<file path="src/rtl/adc_seq_ctrl_if.sv">
// Bundle of the SAR conversion sequencer's request inputs and phase/status outputs.
// master: the side that requests conversions; slave: the sequencer itself.
interface adc_seq_ctrl_if;
    logic       start;
    logic       abort;
    logic       seq_init;
    logic       seq_samp;
    logic       seq_comp;
    logic       seq_update;
    logic [3:0] bit_idx;
    logic       busy;
    logic       done;

    modport master (
        output start, abort,
        input  seq_init, seq_samp, seq_comp, seq_update, bit_idx, busy, done
    );

    modport slave (
        input  start, abort,
        output seq_init, seq_samp, seq_comp, seq_update, bit_idx, busy, done
    );
endinterface

</file>
<file path="src/rtl/adc_seq_ctrl.sv">
// SAR ADC conversion sequencer: init, sample, NBITS compare/update pairs, done pulse.
// Define ADC_SEQ_BACK2BACK_EN to let DONE chain straight into the next INIT while start is held.
//
//   state  | meaning
//   -------+--------------------------------------------------
//   IDLE   | waiting for start
//   INIT   | DAC initialization, INIT_CYC cycles
//   SAMP   | input sampling, SAMP_CYC cycles
//   COMP   | comparator decision for bit bit_idx
//   UPDATE | DAC update for bit bit_idx
//   DONE   | one-cycle end-of-conversion pulse
module adc_seq_ctrl #(
    parameter int NBITS    = 8,
    parameter int INIT_CYC = 1,
    parameter int SAMP_CYC = 2
) (
    input  logic         clk,
    input  logic         rst_n,
    adc_seq_ctrl_if.slave bus
);

    if (NBITS < 1 || NBITS > 16) begin : g_bad_nbits
        $error("adc_seq_ctrl: NBITS must be in 1..16");
    end
    if (INIT_CYC < 1 || INIT_CYC > 15) begin : g_bad_init
        $error("adc_seq_ctrl: INIT_CYC must be in 1..15");
    end
    if (SAMP_CYC < 1 || SAMP_CYC > 15) begin : g_bad_samp
        $error("adc_seq_ctrl: SAMP_CYC must be in 1..15");
    end

    // One-hot so each phase output is a bare flop with no decode behind it.
    typedef enum logic [5:0] {
        S_IDLE   = 6'b000001,
        S_INIT   = 6'b000010,
        S_SAMP   = 6'b000100,
        S_COMP   = 6'b001000,
        S_UPDATE = 6'b010000,
        S_DONE   = 6'b100000
    } state_t;

    localparam int B_INIT   = 1;
    localparam int B_SAMP   = 2;
    localparam int B_COMP   = 3;
    localparam int B_UPDATE = 4;
    localparam int B_DONE   = 5;

    localparam logic [3:0] INIT_LAST = 4'(INIT_CYC - 1);
    localparam logic [3:0] SAMP_LAST = 4'(SAMP_CYC - 1);
    localparam logic [3:0] BIT_TOP   = 4'(NBITS - 1);

    state_t     state_q, state_nxt;
    logic [3:0] cnt_q, cnt_nxt;
    logic [3:0] bit_q, bit_nxt;
    logic       busy_q, busy_nxt;

    always_ff @(posedge clk or negedge rst_n) begin
        if (!rst_n) begin
            state_q <= S_IDLE;
            cnt_q   <= '0;
            bit_q   <= '0;
            busy_q  <= 1'b0;
        end else begin
            state_q <= state_nxt;
            cnt_q   <= cnt_nxt;
            bit_q   <= bit_nxt;
            busy_q  <= busy_nxt;
        end
    end

    always_comb begin
        state_nxt = state_q;
        bit_nxt   = bit_q;
        cnt_nxt   = '0;
        busy_nxt  = 1'b0;

        if (bus.abort) begin
            state_nxt = S_IDLE;
        end else begin
            case (state_q)
                S_IDLE:   if (bus.start) state_nxt = S_INIT;
                S_INIT:   if (cnt_q == INIT_LAST) state_nxt = S_SAMP;
                S_SAMP: begin
                    if (cnt_q == SAMP_LAST) begin
                        state_nxt = S_COMP;
                        bit_nxt   = BIT_TOP;
                    end
                end
                S_COMP:   state_nxt = S_UPDATE;
                S_UPDATE: begin
                    if (bit_q != 4'd0) begin
                        state_nxt = S_COMP;
                        bit_nxt   = bit_q - 4'd1;
                    end else begin
                        state_nxt = S_DONE;
                    end
                end
`ifdef ADC_SEQ_BACK2BACK_EN
                S_DONE:   state_nxt = bus.start ? S_INIT : S_IDLE;
`else
                S_DONE:   state_nxt = S_IDLE;
`endif
                default:  state_nxt = S_IDLE;
            endcase
        end

        if (state_nxt == S_IDLE) bit_nxt = '0;

        // Counter restarts on every state entry and only advances in the timed phases.
        if (state_nxt == state_q && (state_q == S_INIT || state_q == S_SAMP))
            cnt_nxt = cnt_q + 4'd1;

        busy_nxt = (state_nxt != S_IDLE);
    end

    assign bus.seq_init   = state_q[B_INIT];
    assign bus.seq_samp   = state_q[B_SAMP];
    assign bus.seq_comp   = state_q[B_COMP];
    assign bus.seq_update = state_q[B_UPDATE];
    assign bus.done       = state_q[B_DONE];
    assign bus.bit_idx    = bit_q;
    assign bus.busy       = busy_q;

endmodule

</file>
<file path="src/flat_wrapper.sv">
// flat-port wrapper written by rule: the top's interface ports become plain ports
module adc_seq_ctrl_flat 
#(
    parameter int NBITS    = 8,
    parameter int INIT_CYC = 1,
    parameter int SAMP_CYC = 2
)
  (clk, rst_n, bus_start, bus_abort, bus_seq_init, bus_seq_samp, bus_seq_comp, bus_seq_update, bus_bit_idx, bus_busy, bus_done);
  adc_seq_ctrl_if bus_i ();
  input  logic clk;
  input  logic rst_n;
  input wire logic [$bits(bus_i.start)-1:0] bus_start;
  input wire logic [$bits(bus_i.abort)-1:0] bus_abort;
  output wire logic [$bits(bus_i.seq_init)-1:0] bus_seq_init;
  output wire logic [$bits(bus_i.seq_samp)-1:0] bus_seq_samp;
  output wire logic [$bits(bus_i.seq_comp)-1:0] bus_seq_comp;
  output wire logic [$bits(bus_i.seq_update)-1:0] bus_seq_update;
  output wire logic [$bits(bus_i.bit_idx)-1:0] bus_bit_idx;
  output wire logic [$bits(bus_i.busy)-1:0] bus_busy;
  output wire logic [$bits(bus_i.done)-1:0] bus_done;
  assign bus_i.start = bus_start;
  assign bus_i.abort = bus_abort;
  assign bus_seq_init = bus_i.seq_init;
  assign bus_seq_samp = bus_i.seq_samp;
  assign bus_seq_comp = bus_i.seq_comp;
  assign bus_seq_update = bus_i.seq_update;
  assign bus_bit_idx = bus_i.bit_idx;
  assign bus_busy = bus_i.busy;
  assign bus_done = bus_i.done;
  adc_seq_ctrl #(.NBITS(NBITS), .INIT_CYC(INIT_CYC), .SAMP_CYC(SAMP_CYC)) u_core (.clk(clk), .rst_n(rst_n), .bus(bus_i));
endmodule
</file>
<file path="config.mk">
export PLATFORM = sky130hd
export DESIGN_NAME = adc_seq_ctrl_flat
export DESIGN_NICKNAME = d
export VERILOG_FILES = /design/src/rtl/adc_seq_ctrl_if.sv /design/src/rtl/adc_seq_ctrl.sv /design/src/flat_wrapper.sv
export SDC_FILE = /design/constraint.sdc
export NUM_CORES = 1
export LEC_CHECK = 0
export BUFFER_PORTS_ARGS = -buffer_cell sky130_fd_sc_hd__buf_2
export CORE_ASPECT_RATIO = 1.5
export CORE_MARGIN = 2
export CORE_UTILIZATION = 25
export CTS_CLUSTER_DIAMETER = 100
export CTS_CLUSTER_SIZE = 28
export DETAILED_ROUTE_END_ITERATION = 10
export PLACE_DENSITY = 0.54
export SYNTH_ARGS = -nofsm -noshare
export SYNTH_HDL_FRONTEND = slang
export SYNTH_SLANG_ARGS = --single-unit
</file>
<file path="constraint.sdc">
create_clock -name clk -period 4.8 [get_ports clk]
set_input_delay 0.72 -clock clk [delete_from_list [all_inputs] [get_ports clk]]
set_output_delay 0.72 -clock clk [all_outputs]
set_load 0.01 [all_outputs]
</file>
Word-level counts from Yosys, hierarchy flattened
Index checks and enable logic that the tools add are counted.

storage, ports and cells
  flip-flop bits (word level) = 15
  input bits = 4
  output and inout port bits = 10

cells by class
  add/sub/neg operators = 2
  equality and inequality tests = 12
  multiplexer cells = 12
  reduce and logical (&&, ||, !) cells = 6

operators by type and width
  cell                   number
  $mux W6                5
  $pmux W6 S5            1
  $mux W4                5
  $eq A6 B1 Y1 const B   2
  $pmux W4 S2            1
  $eq A6 B2 Y1 const B   1
  $eq A6 B3 Y1 const B   1
  $eq A6 B4 Y1 const B   1
  $eq A6 B5 Y1 const B   1
  $eq A6 B6 Y1           1
  $ne A3 B1 Y1 const B   2
  $ne A6 B1 Y1 const B   1
  $add A4 B1 Y4 const B  1
  $eq A4 B1 Y1 const B   1
  $logic_not A4 Y1       1
  $reduce_and A4 Y1      1
  $reduce_bool A4 Y1     1
  $sub A4 B1 Y4 const B  1
  $reduce_bool A3 Y1     1
  $ne A2 B1 Y1 const B   1
  $logic_and A1 B1 Y1    1
  $logic_or A1 B1 Y1     1

Longest topological paths before layout
Gate-level depths: netlist of run 1.

  depth in word-level cells = 7
  mapped depth = 7

Least setup slack after synthesis of run 1
Ideal clock, no wire load.

  path type = register to register
  start = register u_core.state_q[2]
  end = register u_core.bit_q[1] (netlist: u_core.bus.bit_idx[1])
  setup time = 0.099 ns
  arrival time = 1.910 ns
  setup slack = 2.790 ns
  stages on the path, launching flop included = 7
  buffers on the path = 1
  path through = dfrtp_1 buf_6 nand2b_4 or4_1 a311o_1 a21o_4 a311oi_1

between the ends
  longest elaborated chain between the ends = 6
  elaborated cells between the ends (all ways) = 19
  classes of those cells = eq/ne: 9; mux: 8; reduce/logical: 2

ends and longest elaborated chain
  element                                                line                 RTL
  start, declared                                        adc_seq_ctrl.sv:52   state_t state_q, state_nxt;
  start signal, assigned                                 adc_seq_ctrl.sv:64   state_q <= state_nxt;
  $eq A6 B5 Y1 (tied with other cells)                   adc_seq_ctrl.sv:80   case (state_q)
  $pmux W6 S5 *                                          adc_seq_ctrl.sv:80
  $mux W6 *                                              adc_seq_ctrl.sv:77   if (bus.abort) begin
  named net u_core.state_nxt[0]                          adc_seq_ctrl.sv:52
  $eq A6 B1 Y1 *                                         adc_seq_ctrl.sv:107  if (state_nxt == S_IDLE) bit_nxt = '0;
  $ne A3 B1 Y1 (no source line) (tied with other cells)  -
  $reduce_and A4 Y1 (no source line)                     -
  end signal, assigned                                   adc_seq_ctrl.sv:66   bit_q <= bit_nxt;
  end, declared                                          adc_seq_ctrl.sv:54   logic [3:0] bit_q, bit_nxt;

Mark *: on every way through the listed nets, which the timed path passes. The rest lies on a longest branch. The select of a mux whose other input is x is not followed.
A chain may end at the register's enable or synchronous reset.

Worst setup path after layout of run 1
  start = register u_core.state_q[2]
  end = register u_core.bit_q[2] (netlist: u_core.bus.bit_idx[2])

The elaborated chain is that of the path after synthesis.

==> results of run 1 <==
==> metal layers <==
| metal | up-vias | global-route usage, % | routed length [um] |
|---|---|---|---|
| met5 | - | 0 | 0 |
| met1 | 344 | 12.3 | 758 |
| met4 | 0 | 6.14 | 40 |
| met2 | 20 | 17.9 | 882 |
| li1 | 340 | - | - |
| met3 | 5 | 2.98 | 129 |
==> stage by stage <==
step,hold WS [ps],setup slack [ps]
after floorplan,424,2790
after CTS,376,2710
after global placement,496,2760
after detailed placement,497,2740
final,366,2710
after global routing,387,2550
==> power by group through the flow <==
stage	registers, mW	clock network (mW)	logic (mW)
detailed placement	0.137	0	0.0263
floorplan	0.136	0	0.0171
CTS	0.135	0.106	0.0263
finish	0.135	0.101	0.0256
global placement	0.137	0	0.0260
global route	0.135	0.111	0.0282
==> kinds of logic (layout without fill, tap and decap cells) <==
logic type,Yosys count,count (layout),synth area share [%]
mux,1,1,1.34
xor+xnor,3,3,3.13
simple gates,38,38,24.3
compound gates,17,17,15.9
flops,15,15,44.9
buf+inv,8,23,4.47
fa+ha+maj,4,4,5.96
==> critical path: cells and delay by family (launching register included) <==
kind | cells | cell delay, ps
compound gates | 3 | 930
simple gates | 2 | 580
flops | 1 | 480
==> final timing paths <==
kind                       slack, ps               endpoint
min in group clk                 510      u_core.state_q[5]
min                              370      u_core.state_q[4]
min reg2reg                      510      u_core.state_q[5]
max in group asynchronous       4140      u_core.state_q[0]
max reg2reg                     2710  u_core.bus.bit_idx[2]
max                             2710  u_core.bus.bit_idx[2]
==> registers in the layout, indices dropped and copies added (netlist names) <==
| register | count |
|---|---|
| u_core.cnt_q | 4 |
| u_core.bus.bit_idx | 4 |
| u_core.bus.busy | 1 |
| u_core.state_q | 6 |
==> layout by cell type, fill, tap and decap left out, drive strengths merged, types with 3 or more instances in the layout <==
cell / Yosys / final
buf: 1 / 13
clkbuf: 1 / 4
dfrtp: 14 / 14
ha: 4 / 4
inv: 6 / 6
nand2: 4 / 4
nand3: 3 / 3
nor2: 12 / 12
nor2b: 3 / 3
nor3: 3 / 3
nor4: 4 / 4
o21ai: 3 / 3
==> area by class of cell <==
cell class	instances	area [um2]	share of cell area (%)
Sequential cell	15	377	38.2
Multi-Input combinational cell	63	425	43.2
Timing Repair Buffer	13	65.1	6.61
Tap cell	40	50.0	5.08
Clock buffer	4	45.0	4.57
Inverter	6	22.5	2.29
==> flow_metrics.tcl, run 1 <==
set metrics [dict create \
    ir_worst_vdd_mv 0.127 \
    setup_viol_count_final 0 \
    power.density_cell_area_nw_per_um2 265 \
    final.fill_count 355 \
    ys_types 35 \
    dpl_cell_area_um2 940 \
    fp.dieW_um 51.3 \
    die_area_um2 3850 \
    start_util_pct 26.3 \
    required_ps 4950 \
    total_power_mw 0.261 \
    syn_area_um2 840 \
    cp_cell_sequence "nand2b_4 -> or4_1 -> a311o_1 -> a21o_4 -> a311oi_1" \
    die_y_um 75.0 \
    cts_tree "done" \
    finClkSkew_ps 5.06 \
    drive_gt1_share_pct 21.8 \
    clk_pin_slew_ps 60 \
    startpoint_type "flip-flop" \
    endpoint_kind "flip-flop" \
    startpoint "u_core.state_q[2]" \
    synthArstFlopShare_pct 100 \
    netSwitchingPower_mw 0.0616 \
    numCtsBuffers 3 \
    drv_slew 0 \
    max_slew_margin_pct 55.7 \
    synth_area_leaders "dfrtp_1, ha_1, nor2_1" \
    grtUsageTotal_pct 10.7 \
    fin_crit_sh_pct 43.6 \
    cts_resized 0 \
    tightestPinTransition_ps 659 \
    fmax_mhz 478 \
    drc 0 \
    tns_ps 0 \
    synth.largest_area_cell "dfrtp_1" \
    grt_overflow 0 \
    cp_max_fo 10 \
    grt_pass1_wl_um 3060 \
    p_leak_nw 0.413 \
    antenna_left 0 \
    wirelength_um 1810 \
    clk_latency_ps 250 \
    avgSynthCellArea_um2 9.76 \
    grt_max_degree 16 \
    placed_cells 137 \
    ys_seq_area_share_pct 44.9 \
    rsz0062_at_grt "false" \
    cts-hold-fix-buffers 0 \
    swShare_pct 23.6 \
    globalplace.congestion 0.819 \
    post_cts_buffers 0 \
    synth-edff-count 0 \
    min_path_type "in2async" \
    grt_pass1_vias 670 \
    dp_hpwl_um 1440 \
    htreeDepth 1 \
    clockPowerShare_pct 38.6 \
    critical_path_class "reg2reg" \
    max_stage_delay_ps 480 \
    wl_per_cell_um 12.8 \
    fin_area_um2 985 \
    yosys_register_bits 15 \
    yosys-top-cells-count "dfrtp_1, nor2_1, inv_1" \
    yosysMostFrequentCell "dfrtp_1" \
    hold_viol_final 0 \
    antenna_found_initial 0 \
    worstReg2RegStart "u_core.state_q[2]" \
    slowest_stage "dfrtp_1" \
    row_count 25 \
    ioPinCount 14 \
    ys.flop_type "dfrtp_1" \
    intPower_mw 0.200 \
    cts_root_buf "clkbuf_8" \
    area_delta_synth_final_pct 17.3 \
    final_util_pct 30.9 \
    clk_path_buf_depth 2 \
    worstRegToRegCells 5 \
    arrival_ps 2240 \
    drv_cap 0 \
    clock_sinks 15 \
    firstDrtPassIters 4 \
    core_area_um2 3190 \
    yosysTopAreaCellShare_pct 41.7 \
    layout.nets 110 \
    antennaDiodeCount 0 \
    layout.cells.non_filler 141 \
    synth_cells 86 \
    outcome "complete, no violations" \
    io_buffers 13 \
    drtIter0Drc 21 \
    yosysWarnings 0 \
    power_frac_comb_pct 9.8 \
    min_period_ps 2090 \
    vias 709 \
    p_seq_share_pct 51.6 \
    via_per_inst 5.03 \
    syn_nets 94 \
]
Power figures use the tool's default switching activity.
==> run 2, diff against run 1 <==
==> constraint.sdc (replaced) <==
create_clock -name clk -period 2.1 [get_ports clk]
set_input_delay 0.315 -clock clk [delete_from_list [all_inputs] [get_ports clk]]
set_output_delay 0.315 -clock clk [all_outputs]
set_load 0.01 [all_outputs]
==> flow_metrics.tcl, run 2 (synthesized netlist as in run 1, its figures left out) <==
set metrics [dict create \
    wl_per_cell_um 13.8 \
    drv_slew 0 \
    grt_pass1_vias 732 \
    power.density_cell_area_nw_per_um2 582 \
    grt_busiest_layer "met2" \
    hold_path_end "u_core.state_q[4]" \
    cpLargestDelayFamily "compound AO/OA/AOI/OAI gates" \
    vias 769 \
    ir_worst_vdd_mv 0.396 \
    row_count 25 \
    drive_gt1_share_pct 29.4 \
    finClkSkew_ps 1.59 \
    startpoint "u_core.state_q[0]" \
    required_ps 2250 \
    numCtsBuffers 3 \
    min_path_type "in2reg" \
    grtUsageTotal_pct 11.2 \
    grt_pass1_wl_um 3220 \
    grt_overflow 0 \
    r2r_end "u_core.bus.bit_idx[0]" \
    grt_use_met2_pct 18.2 \
    postLayoutSetupSlackWorst_ps 161 \
    fin_crit_sh_pct 92.3 \
    arrival_ps 2090 \
    grtUsageMet3_pct 2.58 \
    antennaDiodeCount 0 \
    start_util_pct 26.3 \
    die_y_um 75.0 \
    cp_max_fo 7 \
    worst-path-buf-inv 0 \
    max_stage_delay_ps 620 \
    worstRegToRegCells 5 \
    die_area_um2 3850 \
    drv_cap 0 \
    cp_cell_sequence "nor2b_1 -> o311ai_0 -> a311o_1 -> a21o_4 -> a211oi_1" \
    drc 0 \
    hold_depth 2 \
    setup_viol_count_final 0 \
    max_slew_margin_pct 75.9 \
    startpoint_type "flip-flop" \
    hold_viol_final 0 \
    total_power_mw 0.620 \
    core_area_um2 3190 \
    use_met1_pct 13.4 \
    min_period_ps 1940 \
    clk_latency_ps 250 \
    critical_path_class "reg2reg" \
    tns_ps 0 \
    htreeDepth 1 \
    wirelength_um 2060 \
    clock_sinks 15 \
    endpoint_kind "flip-flop" \
    largest_register_ffs 6 \
    slowest_stage "dfstp_2" \
    layout.nets 118 \
    p_leak_nw 0.455 \
    fmax_mhz 516 \
    cts_root_buf "clkbuf_8" \
    outcome "complete, no violations" \
    antenna_left 0 \
    r2r_slack_ps 160 \
    fp.dieW_um 51.3 \
    ioPinCount 14 \
    tightestPinTransition_ps 356 \
    cts_tree "done" \
    via_per_inst 5.16 \
    firstDrtPassIters 4 \
    drtIter0Drc 16 \
    area_delta_synth_final_pct 26.8 \
    io_buffers 13 \
    hp-start "bus_abort" \
    regMostFlops "u_core.state_q" \
    antenna_found_initial 0 \
    grt_max_degree 16 \
    worstReg2RegStart "u_core.state_q[0]" \
    clk_pin_slew_ps 60 \
    dp_hpwl_um 1540 \
    clk_path_buf_depth 2 \
    globalplace.congestion 0.872 \
    rsz0062_at_grt "false" \
    final_cell_mix "buf_2, dfrtp_1, nor2_1" \
    dpl_worst_slack_ps 138 \
]
-- run 2: cell count changes in the layout (fill, tap and decap cells not counted), sizes merged --
cell | before | now
clkbuf | 4 | 3
buf | 13 | 20
dlygate4sd3 | 0 | 1
clkinv | 0 | 1
-- run 2: power breakdown --
group	internal, mW	switching, mW	total (mW)
registers	0.298	0.00950	0.308
clock network	0.132	0.105	0.236
logic	0.0361	0.0396	0.0757
-- run 2: stage by stage --
stage / hold WS, ps / instance area, um2 / std cells / util (%)
after floorplan: 19.4 / 840 / 86 / -
after global placement: 241 / 977 / 142 / 30.6
after detailed placement: 246 / 977 / 142 / 30.6
after CTS: 267 / 1030 / 147 / 32.4
after global routing: 268 / 1060 / 149 / 33.4
final: 272 / 1060 / 149 / 33.4
-- run 2: final cells by class --
class	instances	area [um2]
repair buffers	21	128
flip-flops and latches	15	378
clock inverters	1	5.00
multi-input cells	63	440
inverters	6	22.5
well taps	40	50.0
clock buffers	3	41.3
fillers	343	2130
-- run 2: worst max path at each step --
| stage | cells after the start | endpoint |
|---|---|---|
| floorplan | 6 | u_core.bus.bit_idx[1] |
| global placement | 5 | u_core.bus.bit_idx[1] |
| detailed placement | 5 | u_core.bus.bit_idx[0] |
| CTS | 5 | u_core.bus.bit_idx[0] |
| global route | 6 | u_core.cnt_q[2] |
| finish | 5 | u_core.bus.bit_idx[0] |
-- run 2: metal layers --
| metal | part of all wire (%) | up-vias | wire [um] |
|---|---|---|---|
| li1 | - | 358 | - |
| met1 | 39 | 369 | 804 |
| met2 | 52 | 31 | 1070 |
| met3 | 6.0 | 11 | 124 |
| met4 | 3.0 | 0 | 62 |
| met5 | 0 | - | 0 |
-- run 2: repair_timing --
action                                 CTS  global route
endpoints found under the hold margin   14             0
gates resized for setup                  0             3
hold buffers                             1             0
setup buffers                            0             2
setup endpoints to repair                0             4
